==> config.mk <==
export PLATFORM = sky130hd
export DESIGN_NAME = rotate_shift_pipe
export DESIGN_NICKNAME = d
export VERILOG_FILES = /design/src/rtl/rotate_pkg.sv /design/src/rtl/rot_mux_level.sv /design/src/rtl/rotate_shift_pipe.sv
export SDC_FILE = /design/constraint.sdc
export NUM_CORES = 1
export LEC_CHECK = 0
export CAP_MARGIN = 0
export CORE_ASPECT_RATIO = 1.5
export CORE_MARGIN = 2
export CORE_UTILIZATION = 49
export DETAILED_ROUTE_END_ITERATION = 8
export GPL_TIMING_DRIVEN = 0
export PLACE_DENSITY_LB_ADDON = 0.05
export SLEW_MARGIN = 10
export SYNTH_ARGS = -nofsm -noshare
export SYNTH_HDL_FRONTEND = slang
export SYNTH_SLANG_ARGS = --single-unit
==> constraint.sdc <==
create_clock -name clk -period 2.7 [get_ports clk]
set_clock_uncertainty 0.05 [all_clocks]
set_input_delay 0.81 -clock clk [delete_from_list [all_inputs] [get_ports clk]]
set_output_delay 0.81 -clock clk [all_outputs]
set_load 0.05 [all_outputs]
==> src/rtl/rotate_pkg.sv <==
// Shared definitions for the pipelined rotator/shifter: op codes, widths and
// the ROL-to-ROR amount normalisation.
package rotate_pkg;

  localparam int ROT_OP_W          = 3;
  localparam int ROT_DEFAULT_WIDTH = 32;

  typedef enum logic [ROT_OP_W-1:0] {
    OP_ROR = 3'b000,
    OP_ROL = 3'b001,
    OP_SRL = 3'b010,
    OP_SLL = 3'b011,
    OP_SRA = 3'b100
  } rot_op_e;

  // A left rotate by n equals a right rotate by (width - n) mod width.
  function automatic logic [7:0] rol_to_ror_amt(input logic [7:0] amt, input int unsigned width);
    return 8'((width - 32'(amt)) % width);
  endfunction

endpackage

==> src/rtl/rot_mux_level.sv <==
// One barrel level: conditionally moves data right by 2**LEVEL, either
// rotating or filling the vacated MSBs with i_fill.
module rot_mux_level #(
  parameter int WIDTH = 32,
  parameter int LEVEL = 0
) (
  input  logic [WIDTH-1:0] i_data,
  input  logic             i_amt_bit,
  input  logic             i_fill,
  input  logic             i_rotate,
  output logic [WIDTH-1:0] o_data
);

  localparam int STEP = 1 << LEVEL;

  logic [WIDTH-1:0] w_rot;
  logic [WIDTH-1:0] w_shr;

  assign w_rot  = {i_data[STEP-1:0], i_data[WIDTH-1:STEP]};
  assign w_shr  = {{STEP{i_fill}}, i_data[WIDTH-1:STEP]};
  assign o_data = !i_amt_bit ? i_data : (i_rotate ? w_rot : w_shr);

endmodule

==> src/rtl/rotate_shift_pipe.sv <==
// Two-stage valid/ready barrel rotator/shifter with a pass-through tag.
// Optional result flags (out_zero/out_carry) are built when ROT_FLAGS_EN is defined.
module rotate_shift_pipe
  import rotate_pkg::*;
#(
  parameter int  WIDTH = ROT_DEFAULT_WIDTH,
  parameter int  TAG_W = 4,
  localparam int AMT_W = $clog2(WIDTH)
) (
  input  logic                clk,
  input  logic                rst,
  input  logic                in_valid,
  output logic                in_ready,
  input  logic [ROT_OP_W-1:0] in_op,
  input  logic [WIDTH-1:0]    in_a,
  input  logic [AMT_W-1:0]    in_amt,
  input  logic [TAG_W-1:0]    in_tag,
  output logic                out_valid,
  input  logic                out_ready,
  output logic [WIDTH-1:0]    out_data,
`ifdef ROT_FLAGS_EN
  output logic                out_zero,
  output logic                out_carry,
`endif
  output logic [TAG_W-1:0]    out_tag
);

  localparam int SPLIT = AMT_W / 2;

  // Everything is executed as a right move; SLL reverses the operand on the
  // way in and the result on the way out.
  logic             w_in_rotate;
  logic             w_in_reverse;
  logic             w_in_fill;
  logic [AMT_W-1:0] w_in_amt;
  logic [WIDTH-1:0] w_in_rev;
  logic [WIDTH-1:0] w_in_data;

  always_comb begin
    w_in_rotate  = 1'b0;
    w_in_reverse = 1'b0;
    w_in_fill    = 1'b0;
    w_in_amt     = in_amt;
    case (rot_op_e'(in_op))
      OP_ROR: w_in_rotate = 1'b1;
      OP_ROL: begin
        w_in_rotate = 1'b1;
        w_in_amt    = AMT_W'(rol_to_ror_amt(8'(in_amt), WIDTH));
      end
      OP_SRL: w_in_fill = 1'b0;
      OP_SLL: w_in_reverse = 1'b1;
      OP_SRA: w_in_fill = in_a[WIDTH-1];
      default: w_in_amt = '0;
    endcase
  end

  logic [WIDTH-1:0] w_s1_chain [SPLIT:AMT_W];
  logic [WIDTH-1:0] w_s2_chain [0:SPLIT];
  logic [WIDTH-1:0] w_s2_rev;
  logic [WIDTH-1:0] w_s2_result;

  logic             r_s1_valid;
  logic [WIDTH-1:0] r_s1_data;
  logic [SPLIT-1:0] r_s1_amt_lo;
  logic             r_s1_fill;
  logic             r_s1_rotate;
  logic             r_s1_reverse;
  logic [TAG_W-1:0] r_s1_tag;

  logic             r_s2_valid;
  logic [WIDTH-1:0] r_out_data;
  logic [TAG_W-1:0] r_out_tag;

  genvar gi;
  generate
    for (gi = 0; gi < WIDTH; gi++) begin : g_rev
      assign w_in_rev[gi] = in_a[WIDTH-1-gi];
      assign w_s2_rev[gi] = w_s2_chain[0][WIDTH-1-gi];
    end

    for (gi = AMT_W - 1; gi >= SPLIT; gi--) begin : g_s1_lvl
      rot_mux_level #(.WIDTH(WIDTH), .LEVEL(gi)) u_lvl (
        .i_data   (w_s1_chain[gi+1]),
        .i_amt_bit(w_in_amt[gi]),
        .i_fill   (w_in_fill),
        .i_rotate (w_in_rotate),
        .o_data   (w_s1_chain[gi])
      );
    end

    for (gi = SPLIT - 1; gi >= 0; gi--) begin : g_s2_lvl
      rot_mux_level #(.WIDTH(WIDTH), .LEVEL(gi)) u_lvl (
        .i_data   (w_s2_chain[gi+1]),
        .i_amt_bit(r_s1_amt_lo[gi]),
        .i_fill   (r_s1_fill),
        .i_rotate (r_s1_rotate),
        .o_data   (w_s2_chain[gi])
      );
    end
  endgenerate

  assign w_in_data          = w_in_reverse ? w_in_rev : in_a;
  assign w_s1_chain[AMT_W]  = w_in_data;
  assign w_s2_chain[SPLIT]  = r_s1_data;
  assign w_s2_result        = r_s1_reverse ? w_s2_rev : w_s2_chain[0];

  logic w_s2_ready;
  logic w_s1_ready;

  assign w_s2_ready = !r_s2_valid || out_ready;
  assign w_s1_ready = !r_s1_valid || w_s2_ready;
  assign in_ready   = w_s1_ready;
  assign out_valid  = r_s2_valid;
  assign out_data   = r_out_data;
  assign out_tag    = r_out_tag;

`ifdef ROT_FLAGS_EN
  // Carry source: 0 none, 1 result MSB (ROR), 2 result LSB (ROL), 3 bit shifted out.
  logic [1:0] w_in_cmode;
  logic       w_in_cbit;
  logic [1:0] r_s1_cmode;
  logic       r_s1_cbit;
  logic       r_out_zero;
  logic       r_out_carry;
  logic       w_s2_carry;

  always_comb begin
    w_in_cmode = 2'd0;
    w_in_cbit  = w_in_data[w_in_amt - AMT_W'(1)];
    if (in_amt != '0) begin
      case (rot_op_e'(in_op))
        OP_ROR:                 w_in_cmode = 2'd1;
        OP_ROL:                 w_in_cmode = 2'd2;
        OP_SRL, OP_SLL, OP_SRA: w_in_cmode = 2'd3;
        default:                w_in_cmode = 2'd0;
      endcase
    end
  end

  always_comb begin
    case (r_s1_cmode)
      2'd1:    w_s2_carry = w_s2_result[WIDTH-1];
      2'd2:    w_s2_carry = w_s2_result[0];
      2'd3:    w_s2_carry = r_s1_cbit;
      default: w_s2_carry = 1'b0;
    endcase
  end

  always_ff @(posedge clk) begin
    if (rst) begin
      r_s1_cmode  <= 2'd0;
      r_s1_cbit   <= 1'b0;
      r_out_zero  <= 1'b0;
      r_out_carry <= 1'b0;
    end else begin
      if (w_s1_ready && in_valid) begin
        r_s1_cmode <= w_in_cmode;
        r_s1_cbit  <= w_in_cbit;
      end
      if (w_s2_ready && r_s1_valid) begin
        r_out_zero  <= (w_s2_result == '0);
        r_out_carry <= w_s2_carry;
      end
    end
  end

  assign out_zero  = r_out_zero;
  assign out_carry = r_out_carry;
`endif

  always_ff @(posedge clk) begin
    if (rst) begin
      r_s1_valid   <= 1'b0;
      r_s1_data    <= '0;
      r_s1_amt_lo  <= '0;
      r_s1_fill    <= 1'b0;
      r_s1_rotate  <= 1'b0;
      r_s1_reverse <= 1'b0;
      r_s1_tag     <= '0;
      r_s2_valid   <= 1'b0;
      r_out_data   <= '0;
      r_out_tag    <= '0;
    end else begin
      if (w_s1_ready) begin
        r_s1_valid <= in_valid;
        if (in_valid) begin
          r_s1_data    <= w_s1_chain[SPLIT];
          r_s1_amt_lo  <= w_in_amt[SPLIT-1:0];
          r_s1_fill    <= w_in_fill;
          r_s1_rotate  <= w_in_rotate;
          r_s1_reverse <= w_in_reverse;
          r_s1_tag     <= in_tag;
        end
      end
      if (w_s2_ready) begin
        r_s2_valid <= r_s1_valid;
        if (r_s1_valid) begin
          r_out_data <= w_s2_result;
          r_out_tag  <= r_s1_tag;
        end
      end
    end
  end

endmodule

==> reports/results.txt <==
DIE WIDTH -> 91.3 um
First-pass GRT wire length -> 28.3 mm
CP cell instances -> dlygate4sd2_1, buf_6, nor2b_4, nand2_4, buf_4, mux2i_1, mux2i_2, mux2_2, a221o_1
Post-synthesis mux area share -> 29.6%
Post-synth top area share -> 28.2%
Ys flop type -> dfxtp_1
Post-Syn Nets -> 666
Setup TNS -> 0 ns
Yosys cell types -> 60
Place WS -> -1.07 ns
Highest clock rate -> 378 MHz
Crit. End Element -> flop
CP max stage cell -> mux2i_1
Max-cap violations -> 0
Leak -> 2.75 nW
Share of layout cells above drive strength 1 -> 24.0%
RD Place Congestion -> 0.960
Setup ws final -> 0.0559 ns
Compound-Gate Fraction of Synth Area -> 21.2%
Worst slew pin tran -> 0.702 ns
Detail Route Antenna Nets -> 0
FF+latch count, synth -> 79
Maximum vdd drop -> 0.000363 V
Post-synth ARST share -> 0%
Root buf cell -> clkbuf_16
Die ar. -> 12,300 um2
Post-synthesis xor/xnor area fraction -> 0%
Post-Synth Simple-Gate Area -> 15.3%
CORE AREA -> 11,100 um2
Worst Hold Class -> reg2reg
Synth cell count leaders -> dfxtp_1, mux2i_1, nor2_1, nand2_1, a21oi_1
Top Family by Delay on Critical Path -> multiplexers
Number of synthesized flops with an enable pin -> 0
Arrival time of the worst setup path -> 2.82 ns
Top cells by area, synth -> dfxtp_1, mux2i_1, mux4_2, nor2_1, a211oi_1
CTS sink cnt -> 79
Worst path max stage delay -> 0.32 ns
Sequential Area -> 1580 um2
Power Density -> 517 nW/um2
Clock latency on the worst-skew pair -> 0.34 ns
Pre-antenna DRT Iters -> 5
Cell area after synthesis -> 5600 um2
Post-route DRC -> 0
Drt wl/cell -> 20.5 um
I/O pin count -> 86
Cell count after synthesis -> 617
Crit Path Category -> in2reg
Multi-input logic area -> 4090 um2
Status -> completed
Initial Utilization -> 50.4%
CTS tree -> yes
CP max FO -> 10
Area grow syn2layout -> 34.3%
Top cell type by total area after synthesis -> dfxtp_1
Adder-Cell Fraction of Synth Area -> 0.223%
Layout Nets -> 777
Register area share after synthesis -> 28.2%
Final count of hold timing violations -> 0
Inserted Diodes -> 0
Clk pin slew, worst setup/hold paths -> 0.06 ns
CP Launch Type -> input port
Die height -> 135 um
Rows -> 47
Final wirelength -> 18.0 mm
Required @ worst endpoint -> 2.88 ns
Final Max Tran Viols -> 0
Largest net degree at the start of global routing -> 13
Largest family of logic cells by synthesized area -> multiplexers
Tmin final -> 2.64 ns
Final setup vio count -> 0
I/O Buffers -> 84
Vias post-DR -> 5,384
Via-to-Cell Ratio -> 6.12
Filler cells -> 916
Initial antenna violation count -> 0
Mean Syn Cell Area -> 9.08 um2
Initial DRC count -> 289
Slew headroom -> 53.2%
Number of global-route vias before repair -> 5,405
Tcrit/Tclk final -> 97.9%
Num CTS Buffers -> 9
Worst Path Buf+Inv -> 3
GR Util All Layers -> 29.6%
GR Overflow Total -> 0
Clk buf depth -> 2
Clock H-tree levels -> 3
Yosys warns -> 0
HPWL Detailed -> 14.4 mm
-- worst register-to-register path, cell delays in order, from the launching register on --
cell,delay [ns]
dfxtp_1,0.30
buf_2,0.30
buf_2,0.37
clkbuf_1,0.39
mux2i_1,0.28
mux2i_1,0.10
a211oi_1,0.30
-- placed cells by master, fill, tap and decap left out, types with 4 or more instances in the layout --
cell type / netlist / final
a211oi_1: 35 / 35
a21o_1: 4 / 4
a21oi_1: 48 / 47
a221o_1: 13 / 13
and2_1: 9 / 9
buf_12: 0 / 4
buf_2: 11 / 8
buf_4: 3 / 18
buf_6: 7 / 8
clkbuf_1: 30 / 23
clkbuf_16: 0 / 9
clkbuf_2: 0 / 8
clkdlybuf4s50_1: 0 / 75
dfxtp_1: 79 / 79
mux2_2: 18 / 15
mux2_4: 1 / 4
mux2i_1: 79 / 67
mux2i_2: 2 / 8
mux2i_4: 0 / 6
mux4_2: 27 / 27
nand2_1: 63 / 62
nand2b_1: 5 / 4
nand3_1: 4 / 4
nor2_1: 78 / 73
o211ai_1: 5 / 5
o21a_1: 5 / 5
o21ai_0: 10 / 7
o21ai_1: 4 / 5
o221ai_1: 5 / 5
o22a_4: 0 / 4
o22ai_2: 0 / 4
o32ai_2: 2 / 5
-- stage by stage --
step | hold slack [ns] | instances | instance area [um2] | power [mW] | util (%)
2_1_floorplan | 0.382 | 617 | 5610 | 2.13 | -
3_3_place_gp | 0.391 | 848 | 6630 | 2.49 | 59.7
3_5_place_dp | 0.401 | 848 | 6630 | 2.51 | 59.7
4_1_cts | 0.409 | 880 | 7370 | 3.83 | 66.3
5_1_grt | 0.439 | 880 | 7520 | 4.03 | 67.7
6_report | 0.405 | 880 | 7520 | 3.89 | 67.7
-- state kept, by name, summed over array words and instances (netlist names) --
name and cells:
out_tag 4, r_s1_fill 1, r_s1_amt_lo 2, r_s1_valid 1, out_data 32, out_valid 1
r_s1_tag 4, r_s1_rotate 1, r_s1_reverse 1, r_s1_data 32
-- path summary, 6_finish.rpt --
check | start | end | slack, ns | cells after the start
setup reg to reg | r_s1_amt_lo[0]$_SDFFE_PP0P_ | out_data[3]$_SDFFE_PP0P_ | 0.51 | 6
hold / removal | out_tag[1]$_SDFFE_PP0P_ | out_tag[1]$_SDFFE_PP0P_ | 0.41 | 2
hold reg to reg | out_tag[1]$_SDFFE_PP0P_ | out_tag[1]$_SDFFE_PP0P_ | 0.41 | 2
setup / recovery | in_op[2] | r_s1_data[2]$_SDFFE_PP0P_ | 0.06 | 9
-- power by group --
group,switching [mW],internal (mW),total [mW]
Combinational,0.725,0.579,1.30
Clock,0.444,0.787,1.23
Sequential,0.0881,1.26,1.35
Total,1.26,2.63,3.89
-- area by class of cell --
type                            count  area share, %
Clock buffer                       13           3.59
Clock inverter                      3          0.532
Inverter                            4          0.266
Buffer                             54           4.67
Tap cell                          147           2.45
Timing Repair Buffer              101           13.1
Sequential cell                    79           21.0
Multi-Input combinational cell    479           54.4
-- repair_timing --
action,4_1_cts,5_1_grt
hold buffers,0,0
cloned,1,0
buffers inserted,16,0
resized for setup,94,46
setup endpoints to repair,33,30
hold endpoints to repair,0,0
pin swaps,13,15
-- cell families after synthesis --
logic type | after synthesis
multiplexers | 128
adder cells (fa/ha/maj) | 1
flip-flops | 79
buffers and inverters | 59
AND/OR/NAND/NOR | 186
AO/OA/AOI/OAI | 164
-- routing by layer --
metal	wire, um	GRT usage (%)	vias to the layer above
li1	-	-	2552
met2	9750	57.7	210
met5	0	0	-
met4	1230	18.6	0
met3	711	3.63	62
met1	6310	29.1	2560
Power figures use the tool's default switching activity.
